[src/rtl/game_history_ctrl_if.sv]
// Bundle between the undo-history sequencer and its host:
// request lines, RAM strobes/addresses and occupancy status.
interface game_history_ctrl_if #(
  parameter int AW = 4
);
  logic          push;
  logic          pop;
  logic          clear;
  logic          busy;
  logic          mem_we;
  logic [AW-1:0] mem_waddr;
  logic          mem_re;
  logic [AW-1:0] mem_raddr;
  logic          state_load;
  logic [AW:0]   depth;
  logic          empty;
  logic          full;
`ifdef GAME_HISTORY_REDO_EN
  logic          redo;
  logic          redo_avail;
`endif

  modport master (
`ifdef GAME_HISTORY_REDO_EN
    output redo,
    input  redo_avail,
`endif
    output push, pop, clear,
    input  busy, mem_we, mem_waddr,
    input  mem_re, mem_raddr, state_load,
    input  depth, empty, full
  );

  modport slave (
`ifdef GAME_HISTORY_REDO_EN
    input  redo,
    output redo_avail,
`endif
    input  push, pop, clear,
    output busy, mem_we, mem_waddr,
    output mem_re, mem_raddr, state_load,
    output depth, empty, full
  );
endinterface

[src/rtl/game_history_ctrl.sv]
// Undo-history sequencer: writes pre-move state to a circular RAM, reads it back on pop.
// Optional redo support is enabled with the GAME_HISTORY_REDO_EN macro.
module game_history_ctrl #(
  parameter int AW = 4
) (
  input logic               clk,
  input logic               reset,
  game_history_ctrl_if.slave hif
);
  localparam int          DEPTH   = 1 << AW;
  localparam logic [AW:0] DEPTH_V = (AW+1)'(DEPTH);

  typedef enum logic [1:0] {
    IDLE,
    READ,
    LOAD
  } state_e;

  state_e        state_q, state_d;
  logic [AW-1:0] wptr_q, wptr_d;
  logic [AW-1:0] raddr_q, raddr_d;
  logic [AW:0]   depth_q, depth_d;
  logic          re_q, re_d;
  logic          we;
  logic          load;
  logic          idle;
  logic          redo_req;
  logic          do_redo;
`ifdef GAME_HISTORY_REDO_EN
  logic [AW:0]   rcnt_q, rcnt_d;
`endif

  assign idle = (state_q == IDLE);

`ifdef GAME_HISTORY_REDO_EN
  assign redo_req = hif.redo;
  assign do_redo  = idle && hif.redo && !hif.clear
                    && !hif.pop && (rcnt_q != '0);
`else
  assign redo_req = 1'b0;
  assign do_redo  = 1'b0;
`endif

  always_comb begin
    state_d = state_q;
    wptr_d  = wptr_q;
    raddr_d = raddr_q;
    depth_d = depth_q;
    re_d    = 1'b0;
    we      = 1'b0;
    load    = 1'b0;
`ifdef GAME_HISTORY_REDO_EN
    rcnt_d  = rcnt_q;
`endif
    if (hif.clear) begin
      // clear wins in every state and kills any pending load
      state_d = IDLE;
      wptr_d  = '0;
      depth_d = '0;
`ifdef GAME_HISTORY_REDO_EN
      rcnt_d  = '0;
`endif
    end else begin
      unique case (state_q)
        IDLE: begin
          if (hif.pop) begin
            if (depth_q != '0) begin
              raddr_d = wptr_q - 1'b1;
              wptr_d  = wptr_q - 1'b1;
              depth_d = depth_q - 1'b1;
              re_d    = 1'b1;
              state_d = READ;
`ifdef GAME_HISTORY_REDO_EN
              rcnt_d  = rcnt_q + 1'b1;
`endif
            end
          end else if (do_redo) begin
            raddr_d = wptr_q;
            wptr_d  = wptr_q + 1'b1;
            depth_d = depth_q + 1'b1;
            re_d    = 1'b1;
            state_d = READ;
`ifdef GAME_HISTORY_REDO_EN
            rcnt_d  = rcnt_q - 1'b1;
`endif
          end else if (hif.push && !redo_req) begin
            we     = 1'b1;
            wptr_d = wptr_q + 1'b1;
            if (depth_q != DEPTH_V) depth_d = depth_q + 1'b1;
`ifdef GAME_HISTORY_REDO_EN
            rcnt_d = '0;
`endif
          end
        end
        READ:    state_d = LOAD;
        LOAD: begin
          load    = 1'b1;
          state_d = IDLE;
        end
        default: state_d = IDLE;
      endcase
    end
  end

  always_ff @(posedge clk or posedge reset) begin
    if (reset) begin
      state_q <= IDLE;
      wptr_q  <= '0;
      raddr_q <= '0;
      depth_q <= '0;
      re_q    <= 1'b0;
    end else begin
      state_q <= state_d;
      wptr_q  <= wptr_d;
      raddr_q <= raddr_d;
      depth_q <= depth_d;
      re_q    <= re_d;
    end
  end

`ifdef GAME_HISTORY_REDO_EN
  always_ff @(posedge clk or posedge reset) begin
    if (reset) rcnt_q <= '0;
    else       rcnt_q <= rcnt_d;
  end

  assign hif.redo_avail = (rcnt_q != '0) && idle;
`endif

  assign hif.busy       = !idle;
  assign hif.mem_we     = we;
  assign hif.mem_waddr  = wptr_q;
  assign hif.mem_re     = re_q;
  assign hif.mem_raddr  = raddr_q;
  assign hif.state_load = load;
  assign hif.depth      = depth_q;
  assign hif.empty      = (depth_q == '0);
  assign hif.full       = (depth_q == DEPTH_V);
endmodule
[src/flat_wrapper.sv]
// flat-port wrapper written by rule: the top's interface ports become plain ports
module game_history_ctrl_flat 
#(
  parameter int AW = 4
)
  (clk, reset, hif_push, hif_pop, hif_clear, hif_busy, hif_mem_we, hif_mem_waddr, hif_mem_re, hif_mem_raddr, hif_state_load, hif_depth, hif_empty, hif_full);
  game_history_ctrl_if #(.AW(AW)) hif_i ();
  input logic clk;
  input logic reset;
  input wire logic [$bits(hif_i.push)-1:0] hif_push;
  input wire logic [$bits(hif_i.pop)-1:0] hif_pop;
  input wire logic [$bits(hif_i.clear)-1:0] hif_clear;
  output wire logic [$bits(hif_i.busy)-1:0] hif_busy;
  output wire logic [$bits(hif_i.mem_we)-1:0] hif_mem_we;
  output wire logic [$bits(hif_i.mem_waddr)-1:0] hif_mem_waddr;
  output wire logic [$bits(hif_i.mem_re)-1:0] hif_mem_re;
  output wire logic [$bits(hif_i.mem_raddr)-1:0] hif_mem_raddr;
  output wire logic [$bits(hif_i.state_load)-1:0] hif_state_load;
  output wire logic [$bits(hif_i.depth)-1:0] hif_depth;
  output wire logic [$bits(hif_i.empty)-1:0] hif_empty;
  output wire logic [$bits(hif_i.full)-1:0] hif_full;
  assign hif_i.push = hif_push;
  assign hif_i.pop = hif_pop;
  assign hif_i.clear = hif_clear;
  assign hif_busy = hif_i.busy;
  assign hif_mem_we = hif_i.mem_we;
  assign hif_mem_waddr = hif_i.mem_waddr;
  assign hif_mem_re = hif_i.mem_re;
  assign hif_mem_raddr = hif_i.mem_raddr;
  assign hif_state_load = hif_i.state_load;
  assign hif_depth = hif_i.depth;
  assign hif_empty = hif_i.empty;
  assign hif_full = hif_i.full;
  game_history_ctrl #(.AW(AW)) u_core (.clk(clk), .reset(reset), .hif(hif_i));
endmodule
[config.mk]
export PLATFORM = sky130hd
export DESIGN_NAME = game_history_ctrl_flat
export DESIGN_NICKNAME = d
export VERILOG_FILES = /design/src/rtl/game_history_ctrl_if.sv /design/src/rtl/game_history_ctrl.sv /design/src/flat_wrapper.sv
export SDC_FILE = /design/constraint.sdc
export NUM_CORES = 1
export LEC_CHECK = 0
export BUFFER_PORTS_ARGS = -buffer_cell sky130_fd_sc_hd__buf_4
export CAP_MARGIN = 0
export CORE_MARGIN = 2
export CORE_UTILIZATION = 47
export CTS_CLUSTER_SIZE = 12
export DETAILED_ROUTE_END_ITERATION = 12
export PLACE_DENSITY = 0.85
export SYNTH_ARGS = -nofsm -noshare
export SYNTH_HDL_FRONTEND = slang
export SYNTH_SLANG_ARGS = --single-unit
[constraint.sdc]
create_clock -name clk -period 1.9 [get_ports clk]
set_clock_uncertainty 0.1 [all_clocks]
set_input_delay 0.095 -clock clk [delete_from_list [all_inputs] [get_ports clk]]
set_output_delay 0.095 -clock clk [all_outputs]
set_load 0.01 [all_outputs]
[Word-level counts from Yosys, hierarchy flattened]
Cells that the tools add are included.
Word-level totals
  register bits: 16
  bits in latches: 0
  memory bits (writable): 0
  memory bits (read-only): 0
  bits of input ports: 5
  word-level logic and storage cells: 53
  memories: 0
Cells by class
  $add $sub $neg: 4
  multiply operators: 0
  div/mod/pow operators: 0
  magnitude comparators: 0
  eq/ne operators: 7
  shift-type cells: 0
  multiplexer cells: 25
  bitwise logic cells: 1
  reductions and logical operators: 11
Operators by type and width (count)
  $mux W5: 6
  $mux W4: 5
  $mux W1: 10
  $reduce_and A4 Y1: 2
  $mux W2: 3
  $ne A3 B3 Y1 const B: 2
  $reduce_bool A3 Y1: 2
  $add A5 B1 Y5 const B: 1
  $eq A5 B5 Y1 const B: 1
  $logic_not A5 Y1: 1
  $ne A5 B5 Y1 const B: 1
  $reduce_bool A5 Y1: 1
  $sub A5 B1 Y5 const B: 1
  $add A4 B1 Y4 const B: 1
  $pmux W2 S2: 1
  $sub A4 B1 Y4 const B: 1
  $ne A3 B1 Y1 const B: 1
  $reduce_and A3 Y1: 1
  $eq A2 B1 Y1 const B: 1
  $eq A2 B2 Y1 const B: 1
  $logic_not A2 Y1: 1
  $reduce_and A2 Y1: 1
  $reduce_bool A2 Y1: 1
  $logic_not A1 Y1: 1
  $not A1 Y1: 1

[Longest topological paths before layout]
  word-level depth: 6
  depth in mapped cells: 8
  mapped depth without buffers: 7

[Worst setup path before layout]
Ideal clock, no wire load.
  path kind: register to register
  start: register u_core.depth_q[0], in the netlist u_core.hif.depth[0]
  end: register u_core.depth_q[4], in the netlist u_core.hif.depth[4]
  setup time: 0.119 ns
  arrival: 1.660 ns
  setup slack: 0.021 ns
  cell stages (with the launch flop): 8
  period minus slack after synthesis: 1.879 ns
  path through: dfrtp_1 -> inv_1 -> fa_1 -> nand2b_1 -> a21oi_1 -> xnor2_1 -> a41o_1 -> nor2_1
Between the ends
  longest elaborated chain between the ends: 6
  elaborated cells between the ends (all ways): 13
  those cells by class: 2 x add/sub; 2 x eq/ne; 6 x mux; 3 x reduce/logical
Ends and longest elaborated chain
  from (decl): line game_history_ctrl.sv:22  | logic [AW:0] depth_q, depth_d;
  from (signal assigned): line game_history_ctrl.sv:116  | depth_q <= depth_d;
  $add A5 B1 Y5
  $mux W5: line game_history_ctrl.sv:89  | if (depth_q != DEPTH_V) depth_d = depth_q + 1'b1;
  $mux W5: line game_history_ctrl.sv:86  | end else if (hif.push && !redo_req) begin
  $mux W5: line game_history_ctrl.sv:66  | if (hif.pop) begin
  $mux W5: line game_history_ctrl.sv:64  | unique case (state_q)
  $mux W5: line game_history_ctrl.sv:55  | if (hif.clear) begin
Several ways; a longest one is shown, not always the timed one. The select of a mux whose other input is x is not followed.
A chain may end at the register's enable or synchronous reset.

[Worst setup path in the final report]
Ends and elaborated chain as after synthesis.

==> impl_metrics.json <==
{
  "timing.critical_path.to_type": "flip-flop",
  "worst_hold_startpoint": "hif_pop",
  "crit_path_start_kind": "flip-flop",
  "synth_seq_cells": 16,
  "max-slew-margin-rel_pct": 61.1,
  "status": "finished, final reports clean",
  "dpl.cell_count": 147,
  "clock-root-buffer": "sky130_fd_sc_hd__clkbuf_4",
  "top_usage_layer": "met2",
  "achievable_frequency_mhz": 563,
  "detailedPlacementHpwl_um": 1530,
  "worst_hold_path.endpoint": "u_core.hif.mem_waddr[1]",
  "num_antenna_cells": 0,
  "cts.sinks": 16,
  "reg2regPathDepth": 7,
  "yosys.area.top_type_share_pct": 40.2,
  "power_per_cell_area_nw_per_um2": 1720,
  "period_share_pct": 93.6,
  "synth_async_sr_flop_share_pct": 100,
  "ys_seq_area_share_pct": 40.2,
  "yosys_warnings": 0,
  "final-seq-area_um2": 400,
  "rsz0062_at_grt": "false",
  "portBuffers": 23,
  "drv.max_cap_violation_count": 0,
  "reg2reg_setup_slack_ns": 0.12,
  "pin_count": 24,
  "post_drt_via_cell_ratio": 5.15,
  "route.detailed.wl_per_inst_um": 12.8,
  "wl_um": 1990,
  "postSynthNetCount": 108,
  "worst_ir_drop_vdd_mv": 0.819,
  "crit_path_max_fanout": 3,
  "start_to_end_type_of_the_worst_setup_path": "flip-flop to flip-flop",
  "drtAntennaViolNets": 0,
  "dieArea_um2": 2500,
  "nNetsFinal": 140,
  "worstReg2RegStart": "u_core.hif.depth[0]",
  "post_synth_most_frequent_cells": "16 x sky130_fd_sc_hd__dfrtp_1, 10 x sky130_fd_sc_hd__nor2_1, 9 x sky130_fd_sc_hd__inv_1, 7 x sky130_fd_sc_hd__xnor2_1, 6 x sky130_fd_sc_hd__nand2_1",
  "gate_count_after_technology_mapping": 97,
  "cts_tree": "built",
  "htree_levels": 1,
  "grt_pass1_vias": 766,
  "use_met2_pct": 30.9,
  "layout.cells.non_filler": 155,
  "fin_crit_ns": 1.78,
  "clkLatencyLatePin_ns": 0.30,
  "setup-violations-final": 0,
  "ys.flop_type": "sky130_fd_sc_hd__dfrtp_1",
  "final.fill_count": 171,
  "post-synth-top-area-cell": "sky130_fd_sc_hd__dfrtp_1",
  "fp-row-count": 16,
  "synth.cell_area_um2": 996,
  "detail_route.drc_violations": 0,
  "yosysUniqueCellTypes": 38,
  "coreArea_um2": 1980,
  "drive_above_1_share_pct": 36.7,
  "gr-total-overflow": 0,
  "clk_transition_reported_paths_ns": 0.10,
  "fin_tns_setup_ns": 0,
  "cts_buffers": 3,
  "clock_path_buffers": 2,
  "report.final.slew_viol_count": 0,
  "hold-path-cell-count": 3,
  "global_route_wire_length_before_repair_um": 3350,
  "timing.critical_path.required_ns": 2.00,
  "synthesis.area_per_instance_um2": 10.3,
  "global_route_met3_usage_pct": 3.94,
  "ranking_of_synthesized_cells_by_area": "sky130_fd_sc_hd__dfrtp_1 40%, sky130_fd_sc_hd__ha_1 6.3%, sky130_fd_sc_hd__xnor2_1 6.2%, sky130_fd_sc_hd__nor2_1 3.8%, sky130_fd_sc_hd__o21ai_2 3.5%",
  "number_of_iterations_in_the_first_detailed_routing_pass": 4,
  "fin_worst_hold_slack_ns": 0.105,
  "floorplan.die.width_um": 50.0,
  "groute.layer.met1.usage_pct": 20.8,
  "die_h_um": 50.0,
  "timing.critical_path.arrival_ns": 1.88,
  "drt_first_iter_violations": 9,
  "via_count": 799,
  "gp_routability_congestion": 0.790,
  "grtUsageTotal_pct": 18.1,
  "initial_utilization_pct": 50.3,
  "syn_to_final_growth_pct": 28.5,
  "hold_class": "input pin to flip-flop",
  "grt_antenna_before_repair": 0,
  "grt_max_degree": 17,
  "multiInputGateArea_um2": 549,
  "synth_edf_count": 0,
  "worst_pin_slew_ns": 0.583,
  "timing_hold_violations_final": 0,
  "post-synth-top-count-cell": "sky130_fd_sc_hd__dfrtp_1",
  "rr_endpoint": "u_core.hif.depth[4]",
  "static-leakage-power_nw": 0.664
}
worst max-delay path by stage:
| stage | depth (start not counted) | end | from |
|---|---|---|---|
| detailed placement | 7 | u_core.hif.depth[4] | u_core.hif.depth[0] |
| CTS | 4 | hif_full | u_core.hif.depth[1] |
| finish | 7 | u_core.hif.depth[4] | u_core.hif.depth[0] |
| global route | 7 | u_core.hif.depth[4] | u_core.hif.depth[0] |
| global placement | 7 | u_core.hif.depth[4] | u_core.hif.depth[0] |
| floorplan | 7 | u_core.hif.depth[4] | u_core.hif.depth[0] |
sequential cells by signal (all words and copies together), names as in the netlist:
signal and flops:
u_core.hif.depth 5, u_core.hif.mem_raddr 4, u_core.hif.mem_waddr 4, u_core.state_q 2, u_core.hif.mem_re 1
layout by cell type, fill, tap and decap left out, types with 2 or more instances in the layout:
cell type,count
sky130_fd_sc_hd__o21ai_2,4
sky130_fd_sc_hd__xnor2_1,7
sky130_fd_sc_hd__inv_1,9
sky130_fd_sc_hd__nor3b_1,2
sky130_fd_sc_hd__dlygate4sd3_1,2
sky130_fd_sc_hd__mux2i_1,2
sky130_fd_sc_hd__nor3_1,3
sky130_fd_sc_hd__a21oi_1,4
sky130_fd_sc_hd__buf_4,27
sky130_fd_sc_hd__clkbuf_4,3
sky130_fd_sc_hd__a41o_1,2
sky130_fd_sc_hd__nor2_1,10
sky130_fd_sc_hd__dfrtp_1,16
sky130_fd_sc_hd__nand2_1,6
sky130_fd_sc_hd__ha_1,5
sky130_fd_sc_hd__nor2b_1,2
logic make-up (layout without fill, tap and decap cells):
kind of cell,count (synthesis),after routing,synth area share (%)
xor gates and xnor gates,7,7,6.16
adders and majority gates,6,6,8.29
and+or+nand+nor,33,33,20.5
DFF,16,16,40.2
buffers and inverters,12,43,4.90
AOI/OAI and AO/OA,20,20,16.8
muxes,3,3,3.14
worst max-delay path, cell delays in order, from the launching register on:
cell and delay, ns:
sky130_fd_sc_hd__dfrtp_1 0.42, sky130_fd_sc_hd__inv_1 0.09, sky130_fd_sc_hd__fa_2 0.39, sky130_fd_sc_hd__nand2b_1 0.15
sky130_fd_sc_hd__a21oi_1 0.16, sky130_fd_sc_hd__xnor2_1 0.16, sky130_fd_sc_hd__a41o_1 0.19, sky130_fd_sc_hd__nor2_1 0.04
timing repair:
item,CTS,global route
endpoints found under the hold margin,20,0
hold buffers,2,0
endpoints found under the setup margin,0,7
resized for setup,0,1
setup buffers,0,2
where the power goes:
| group | internal, W | leakage (nW) | switching [W] |
|---|---|---|---|
| clock network | 0.000117 | 0.0210 | 0.000116 |
| logic | 0.000687 | 0.433 | 0.000649 |
| registers | 0.000477 | 0.209 | 0.000151 |
| total | 0.00128 | 0.664 | 0.000916 |
layout make-up:
type / count / share of cell area, %
Multi-Input combinational cell: 69 / 42.9
Sequential cell: 16 / 31.3
Timing Repair Buffer: 29 / 17.4
Inverter: 10 / 2.93
Clock buffer: 4 / 2.83
Tap cell: 27 / 2.64
stage by stage:
step | utilization [%] | instance area, µm² | setup WS [ns] | power (W)
finish | 64.6 | 1280 | 0.122 | 0.00220
global route | 64.6 | 1280 | 0.0274 | 0.00238
CTS | 63.7 | 1260 | 0.0323 | 0.00217
detailed placement | 60.9 | 1210 | 0.0646 | 0.00193
global placement | 60.9 | 1210 | 0.110 | 0.00189
floorplan | - | 996 | 0.0206 | 0.00149
routing by layer:
layer  part of all wire, %  vias up  routed length, µm
met5                     0        -                  0
met4                   2.3        0                 45
met3                   4.9        5                 97
met2                    51       21               1020
met1                    42      374                824
li1                      -      399                  -
(Power assumes the default switching activity.)
